[config.mk]
export PLATFORM = sky130hd
export DESIGN_NAME = player_action_encoder_flat
export DESIGN_NICKNAME = d
export VERILOG_FILES = /design/src/rtl/player_action_encoder_if.sv /design/src/rtl/player_action_encoder.sv /design/src/flat_wrapper.sv
export SDC_FILE = /design/constraint.sdc
export NUM_CORES = 1
export LEC_CHECK = 0
export BUFFER_PORTS_ARGS = -buffer_cell sky130_fd_sc_hd__buf_2
export CAP_MARGIN = 20
export CORE_ASPECT_RATIO = 2
export CORE_UTILIZATION = 50
export CTS_BUF_LIST = sky130_fd_sc_hd__clkbuf_8
export CTS_CLUSTER_SIZE = 28
export DETAILED_ROUTE_END_ITERATION = 8
export PLACE_DENSITY = 0.7
export SETUP_SLACK_MARGIN = 0.02
export SYNTH_ARGS = -nofsm -noshare
export SYNTH_HDL_FRONTEND = slang
export SYNTH_SLANG_ARGS = --single-unit
[constraint.sdc]
create_clock -name CLK -period 1.85 [get_ports CLK]
set_clock_uncertainty 0.1 [all_clocks]
set_input_delay 0.2775 -clock CLK [delete_from_list [all_inputs] [get_ports CLK]]
set_output_delay 0.2775 -clock CLK [all_outputs]
set_load 0.02 [all_outputs]
[src/rtl/player_action_encoder_if.sv]
// Button/tick inputs and action/pending/cooldown outputs of one player's action encoder.
interface player_action_encoder_if;
  logic [5:0] BTN;
  logic       TICK;
  logic [5:0] ACT;
  logic [5:0] PENDING;
  logic       COOLDOWN;

  modport master (output BTN, TICK, input ACT, PENDING, COOLDOWN);
  modport slave  (input BTN, TICK, output ACT, PENDING, COOLDOWN);
endinterface

[src/rtl/player_action_encoder.sv]
// Raw buttons -> synchronized, debounced, edge-queued one-hot action per game tick (J,MR,ML,W,P,K).
// Optional MOVE_REPEAT_EN: held MR/ML keys request a move on every tick.
module player_action_encoder #(
  parameter int unsigned DEBOUNCE      = 4,
  parameter int unsigned JUMP_COOLDOWN = 3
) (
  input  logic                  CLK,
  input  logic                  RST,
  player_action_encoder_if.slave bus
);

  localparam int unsigned CW  = $clog2(DEBOUNCE + 1);
  localparam int unsigned CDW = (JUMP_COOLDOWN < 1) ? 1 : $clog2(JUMP_COOLDOWN + 1);
  localparam logic [CW-1:0]  DB_LAST = CW'(DEBOUNCE - 1);
  localparam logic [CDW-1:0] CD_LOAD = CDW'(JUMP_COOLDOWN);

  logic [5:0]         sync1, sync2, deb, deb_prev, req;
  logic [5:0]         act_q, pend_q;
  logic               cd_flag_q;
  logic [5:0][CW-1:0] cnt;
  logic [CDW-1:0]     cd;

  logic [5:0]         deb_next, edge_e, req_next, cand, win;
  logic [5:0][CW-1:0] cnt_next;
  logic [CDW-1:0]     cd_next;
  logic               cd_busy;

  always_comb begin
    deb_next = deb;
    cnt_next = '0;
    for (int unsigned i = 0; i < 6; i++) begin
      if (sync2[i] != deb[i]) begin
        if (cnt[i] == DB_LAST) deb_next[i] = sync2[i];
        else                   cnt_next[i] = cnt[i] + CW'(1);
      end
    end
  end

  always_comb begin
    cd_busy  = (cd != '0);
    edge_e   = deb & ~deb_prev;
    if (cd_busy) edge_e[5] = 1'b0;
    req_next = req | edge_e;
    cand     = '0;
    win      = '0;
    cd_next  = cd;
    if (bus.TICK) begin
      // a same-cycle edge is already folded into req_next, so it competes this tick
      cand = req_next;
      if (cd_busy) cand[5] = 1'b0;
`ifdef MOVE_REPEAT_EN
      cand[4:3] = cand[4:3] | deb[4:3];
`endif
      if (cand[4] && cand[3]) begin
        cand[4:3]     = 2'b00;
        req_next[4:3] = 2'b00;
      end
      if      (cand[5]) win[5] = 1'b1;
      else if (cand[0]) win[0] = 1'b1;
      else if (cand[1]) win[1] = 1'b1;
      else if (cand[2]) win[2] = 1'b1;
      else if (cand[4]) win[4] = 1'b1;
      else if (cand[3]) win[3] = 1'b1;
      req_next = req_next & ~win;
      if (win[5])       cd_next = CD_LOAD;
      else if (cd_busy) cd_next = cd - CDW'(1);
    end
  end

  always_ff @(posedge CLK or negedge RST) begin
    if (!RST) begin
      sync1     <= '0;
      sync2     <= '0;
      deb       <= '0;
      deb_prev  <= '0;
      cnt       <= '0;
      req       <= '0;
      cd        <= '0;
      act_q     <= '0;
      pend_q    <= '0;
      cd_flag_q <= 1'b0;
    end else begin
      sync1     <= bus.BTN;
      sync2     <= sync1;
      deb       <= deb_next;
      deb_prev  <= deb;
      cnt       <= cnt_next;
      req       <= req_next;
      cd        <= cd_next;
      act_q     <= win;
      pend_q    <= req_next;
      cd_flag_q <= (cd_next != '0);
    end
  end

  assign bus.ACT      = act_q;
  assign bus.PENDING  = pend_q;
  assign bus.COOLDOWN = cd_flag_q;

endmodule

[src/flat_wrapper.sv]
// flat-port wrapper written by rule: the top's interface ports become plain ports
module player_action_encoder_flat 
#(
  parameter int unsigned DEBOUNCE      = 4,
  parameter int unsigned JUMP_COOLDOWN = 3
)
  (CLK, RST, bus_BTN, bus_TICK, bus_ACT, bus_PENDING, bus_COOLDOWN);
  player_action_encoder_if bus_i ();
  input  logic CLK;
  input  logic RST;
  input wire logic [$bits(bus_i.BTN)-1:0] bus_BTN;
  input wire logic [$bits(bus_i.TICK)-1:0] bus_TICK;
  output wire logic [$bits(bus_i.ACT)-1:0] bus_ACT;
  output wire logic [$bits(bus_i.PENDING)-1:0] bus_PENDING;
  output wire logic [$bits(bus_i.COOLDOWN)-1:0] bus_COOLDOWN;
  assign bus_i.BTN = bus_BTN;
  assign bus_i.TICK = bus_TICK;
  assign bus_ACT = bus_i.ACT;
  assign bus_PENDING = bus_i.PENDING;
  assign bus_COOLDOWN = bus_i.COOLDOWN;
  player_action_encoder #(.DEBOUNCE(DEBOUNCE), .JUMP_COOLDOWN(JUMP_COOLDOWN)) u_core (.CLK(CLK), .RST(RST), .bus(bus_i));
endmodule
==> impl_metrics.tcl, run 1 <==
set metrics [dict create \
    min_period_over_period_pct 76.9 \
    critPathMaxStageDelay_ns 0.41 \
    slew-limit-headroom_pct 73.6 \
    post-cts-setup-buffer-count 0 \
    finalNetCount 195 \
    setup.worst_path.class "reg -> reg" \
    nFillCells 317 \
    startpoint "u_core.deb[5]" \
    die_y_um 91.6 \
    synth_commonest_cells "57 x dfrtp_1, 10 x nor2b_1, 10 x nor3_1, 10 x nor3b_1, 8 x a21oi_1" \
    core-area_mm2 0.00384 \
    grt_pass1_wl_um 5290 \
    p_per_area_mw_per_mm2 1630 \
    yosys.area.top_type "dfrtp_1" \
    min_period_ns 1.42 \
    cap_violations 0 \
    syn_nets 155 \
    worstPathMaxFanout 6 \
    grt_pass1_vias 1230 \
    hold_class "in -> reg" \
    grt_max_degree 58 \
    root_buffer "clkbuf_8" \
    area_delta_synth_final_pct 21.9 \
    max-vdd-ir-drop_mv 0.951 \
    crit_buf_inv 0 \
    hold_violations 0 \
    fmax_mhz 703 \
    crit_slowest_cell "dfrtp_1" \
    r2r-start "u_core.deb[5]" \
    grt-ovfl-total 0 \
    firstDrtPassIters 3 \
    synth_most_common_cell "dfrtp_1" \
    syn_avg_cell_area_um2 14.3 \
    clk_pin_slew_worst_paths_ns 0.06 \
    setup_viol 0 \
    async_flop_share_pct 100 \
    routed_wl_um 3060 \
    place.gp.congestion 0.746 \
    synth-edff-count 0 \
    cts_tree "yes" \
    synth_cells 140 \
    path_delay_family "simple AND/OR/NAND/NOR gates" \
    power_leakage_nw 1.19 \
    syn_area_mm2 0.00201 \
    post_cts_resized 0 \
    antenna_found_initial 0 \
    worstMarginPinSlew_ns 0.396 \
    drc 0 \
    fp.dieArea_mm2 0.00429 \
    ys_types 21 \
    clk_latency_ns 0.32 \
    synthFlopType "dfrtp_1" \
    tns_ns 0 \
    drt_iter0_drc 7 \
    rows 32 \
    synth_seq_cells 57 \
    synth_area_leaders "dfrtp_1 71%, ha_1 3.7%, nor3b_1 3.7%" \
    seq_area_frac_synth_pct 71.1 \
    drt-wirelength-per-cell_um 13.0 \
    cp.arrival_ns 1.51 \
    final_area_mm2 0.00245 \
    via_per_inst 5.00 \
    worstPathCellList "and2b_4 -> o21ai_2 -> and3_4 -> a221oi_1" \
    clock_path_buffers 2 \
    yosys.area.top_type_share_pct 71.1 \
    clock-sinks 57 \
    grt_usage_pct 18.2 \
    die_w_um 46.8 \
    ctsHoldBuffers 7 \
    cts_buffers 9 \
    dpl-instance-area_mm2 0.00220 \
    portBuffers 21 \
    cp_data_required_time_ns 1.93 \
    rsz0062_at_grt "false" \
    final_layout_size_suffix_gt1_share_pct 25.0 \
    hold_ws_ns 0.134 \
    drv_slew 0 \
    diodes 0 \
    via_count 1175 \
    dp_hpwl_um 2090 \
    ys_warn_count 0 \
    start_util_pct 52.2 \
    crit_path_start_kind "flop" \
    htreeDepth 3 \
    status "finished clean" \
    critPathCaptureType "flop" \
    io_pins 22 \
    hold_start "bus_TICK" \
    drt.antenna.violating_nets 0 \
]
## registers in the layout (all words and copies together), names as in the netlist
name and flops:
u_core.cnt 18, u_core.bus.ACT 6, u_core.deb 6, u_core.deb_prev 6, u_core.req 6, u_core.sync1 6, u_core.sync2 6, u_core.cd 2
u_core.bus.COOLDOWN 1
## metrics by stage
stage / cells / total power, mW / util [%] / setup WS [ns]
detailed placement: 213 / 2.98 / 57.1 / 0.427
floorplan: 140 / 2.63 / - / 0.488
finish: 235 / 3.98 / 63.6 / 0.427
CTS: 235 / 4.04 / 63.6 / 0.409
global placement: 213 / 2.90 / 57.1 / 0.499
global route: 235 / 4.27 / 63.6 / 0.331
## worst paths after layout
kind / to / slack [ns] / depth (start not counted)
min in group asynchronous: u_core.cnt[3] / 0.38 / 3
max in group asynchronous: u_core.cnt[2] / 1.02 / 3
min: u_core.req[5] / 0.13 / 2
max: u_core.req[4] / 0.43 / 4
max reg2reg: u_core.req[4] / 0.43 / 4
min reg2reg: u_core.sync2[1] / 0.25 / 0
## where the power goes
| group | switching [mW] | internal [mW] |
|---|---|---|
| clock | 0.436 | 0.580 |
| sequential | 0.232 | 1.63 |
| combinational | 0.610 | 0.491 |
| total | 1.28 | 2.70 |
## layout by cell type, fill, tap and decap left out
cell type / Yosys / routed
o21ai_0: 1 / 1
nor2_1: 5 / 5
a221oi_1: 2 / 2
dlygate4sd3_1: 0 / 7
nand2b_1: 3 / 3
dfrtp_1: 57 / 57
a21oi_1: 8 / 8
and3_4: 1 / 1
mux2_2: 6 / 6
and2b_4: 1 / 1
nor2b_1: 10 / 10
buf_12: 0 / 1
nand2_1: 1 / 1
o21ai_2: 1 / 1
o211ai_1: 1 / 1
nor3b_1: 10 / 10
clkinv_2: 0 / 3
nand4_1: 1 / 1
nor3_1: 10 / 10
clkbuf_8: 0 / 12
buf_2: 0 / 21
ha_1: 6 / 6
xnor2_1: 6 / 6
inv_1: 6 / 6
o21ai_1: 1 / 1
a21o_1: 3 / 3
## final cells by class
type | count | area, um2 | area share, %
flip-flops and latches | 57 | 1430 | 58.3
clock buffers | 12 | 165 | 6.75
well taps | 51 | 63.8 | 2.61
repair buffers | 29 | 195 | 7.98
clock inverters | 3 | 15.0 | 0.614
inverters | 6 | 22.5 | 0.921
multi-input cells | 77 | 558 | 22.8
## logic make-up after synthesis
logic type,synth area share (%)
adders and majority gates,3.74
and+or+nand+nor,12.8
xor gates and xnor gates,2.62
AOI/OAI and AO/OA,5.30
muxes,3.37
DFF,71.1
buffers and inverters,1.12
## metal layers
layer | wire, um | global-route usage (%) | vias to the layer above
met4 | 91 | 10.7 | 0
met1 | 1210 | 20.7 | 576
met3 | 131 | 6.96 | 10
li1 | - | - | 564
met5 | 0 | 0 | -
met2 | 1620 | 27.5 | 25
(Power assumes the default switching activity.)
==> inputs of run 2 (changes only) <==
--- a/config.mk
+++ b/config.mk
@@ -12,7 +12,7 @@
 export CTS_BUF_LIST = sky130_fd_sc_hd__clkbuf_8
 export CTS_CLUSTER_SIZE = 28
 export DETAILED_ROUTE_END_ITERATION = 8
-export PLACE_DENSITY = 0.7
+export PLACE_DENSITY = 0.72
 export SETUP_SLACK_MARGIN = 0.02
 export SYNTH_ARGS = -nofsm -noshare
 export SYNTH_HDL_FRONTEND = slang
==> constraint.sdc (replaced) <==
create_clock -name CLK -period 1.3 [get_ports CLK]
set_clock_uncertainty 0.1 [all_clocks]
set_input_delay 0.195 -clock CLK [delete_from_list [all_inputs] [get_ports CLK]]
set_output_delay 0.195 -clock CLK [all_outputs]
set_load 0.02 [all_outputs]
==> impl_metrics.tcl, run 2 (same netlist as run 1, synthesis figures left out) <==
set metrics [dict create \
    routed_wl_um 3440 \
    p_per_area_mw_per_mm2 2340 \
    fin_util_pct 69.4 \
    via_count 1254 \
    drt.antenna.violating_nets 0 \
    final_area_mm2 0.00267 \
    grt_max_degree 40 \
    power.total_mw 6.23 \
    top_register "u_core.cnt" \
    core-area_mm2 0.00384 \
    grt_pass1_wl_um 5550 \
    layout_common_cells "56 x dfrtp_1, 20 x buf_2, 14 x buf_4" \
    setup_slack_ns -0.00486 \
    finalNetCount 208 \
    wl_met2_um 1890 \
    fmax_mhz 766 \
    worst-r2r-cell-count 4 \
    dpl-instance-area_mm2 0.00228 \
    root_buffer "clkbuf_8" \
    drc 0 \
    register_area_mm2 0.00143 \
    htreeDepth 3 \
    multi_input_area_um2 676 \
    clk_pin_slew_worst_paths_ns 0.06 \
    grt-ovfl-total 0 \
    max-vdd-ir-drop_mv 1.61 \
    nFillCells 302 \
    setup.worst_path.class "reg -> out" \
    violations "negative setup slack" \
    rows 32 \
    antenna_found_initial 0 \
    wl_met3_um 135 \
    cts_tree "yes" \
    hold_violations 0 \
    min_period_over_period_pct 100 \
    dp_hpwl_um 2300 \
    die_y_um 91.6 \
    area_delta_synth_final_pct 33.0 \
    firstDrtPassIters 5 \
    hold_ws_ns 0.0878 \
    critPathCaptureType "output pin" \
    clock-sinks 57 \
    cp.arrival_ns 1.01 \
    status "finished, violations left" \
    grt_usage_pct 19.3 \
    diodes 0 \
    setup_viol 1 \
    drt_iter0_drc 12 \
    final_common_cell "dfrtp_1" \
    crit_path_start_kind "flop" \
    min_period_ns 1.30 \
    place.gp.congestion 0.813 \
    portBuffers 21 \
    drt-wirelength-per-cell_um 13.8 \
    largest_reg_flops 18 \
    clk_latency_ns 0.33 \
    worstPathMaxFanout 4 \
    cap_violations 0 \
    clock_path_buffers 2 \
    worstMarginPinSlew_ns 0.471 \
    via_per_inst 5.04 \
    cp_data_required_time_ns 1.00 \
    fp.dieArea_mm2 0.00429 \
    hold_class "in -> reg" \
    m1WireLength_um 1310 \
    power_leakage_nw 1.28 \
    top_layer "met4" \
    start_util_pct 52.2 \
    grt_pass1_vias 1318 \
    rsz0062_at_grt "true" \
    hold_path_depth 2 \
    final_layout_size_suffix_gt1_share_pct 39.9 \
    drv_slew 0 \
    io_pins 22 \
    cts_buffers 9 \
    slew-limit-headroom_pct 68.6 \
    die_w_um 46.8 \
]
-- run 2: cell count changes in the layout (fill, tap and decap cells not counted), sizes merged --
cell    previous run  this run
inv                6         7
clkbuf            12        13
buf               22        35
clkinv             3         2
-- run 2: report_power, final --
group	switching (mW)	total [mW]	internal, mW
clock network	0.631	1.52	0.885
logic	1.06	2.06	1.00
registers	0.333	2.65	2.32
-- run 2: cell type report --
type,count,area share (%)
Inverter,6,0.844
Sequential cell,57,53.5
Tap cell,51,2.39
Clock buffer,13,6.70
Timing Repair Buffer,42,10.7
Clock inverter,3,0.516
Multi-Input combinational cell,77,25.3
-- run 2: path summary, 6_finish.rpt --
kind	slack (ns)	startpoint	endpoint
worst min register to register	0.25	u_core.sync1[4]	u_core.sync2[4]
worst min-delay path	0.09	bus_TICK	u_core.req[4]
max in group asynchronous	0.40	RST	u_core.req[5]
worst max-delay path	-0.005	u_core.req[5]	bus_PENDING[5]
min in group asynchronous	0.25	RST	u_core.cnt[3]
worst max register to register	0.01	u_core.deb_prev[5]	u_core.req[3]
-- run 2: critical path: stages (launching register included) --
cell	delay (ns)
dfrtp_2	0.40
buf_4	0.15
buf_6	0.13
-- run 2: what timing repair did --
item	in CTS	in global routing
hold buffers	7	0
setup buffers	1	4
gates resized for setup	11	13
hold endpoints to repair	63	0
endpoints found under the setup margin	12	13
pin swaps	0	4
-- run 2: per-stage QoR --
| step | cells | setup TNS (ns) | worst slack (ns) |
|---|---|---|---|
| floorplan | 140 | 0 | 0.00755 |
| detailed placement | 221 | -0.118 | -0.0348 |
| global placement | 221 | 0 | 0.0170 |
| finish | 249 | -0.00486 | -0.00486 |
| CTS | 245 | -0.0552 | -0.0240 |
| global route | 249 | -0.146 | -0.0545 |
-- run 2: metal layers --
| layer | track usage [%] | vias up |
|---|---|---|
| met3 | 7.55 | 12 |
| met5 | 0 | - |
| met1 | 20.3 | 631 |
| met4 | 13.8 | 0 |
| li1 | - | 583 |
| met2 | 29.3 | 28 |
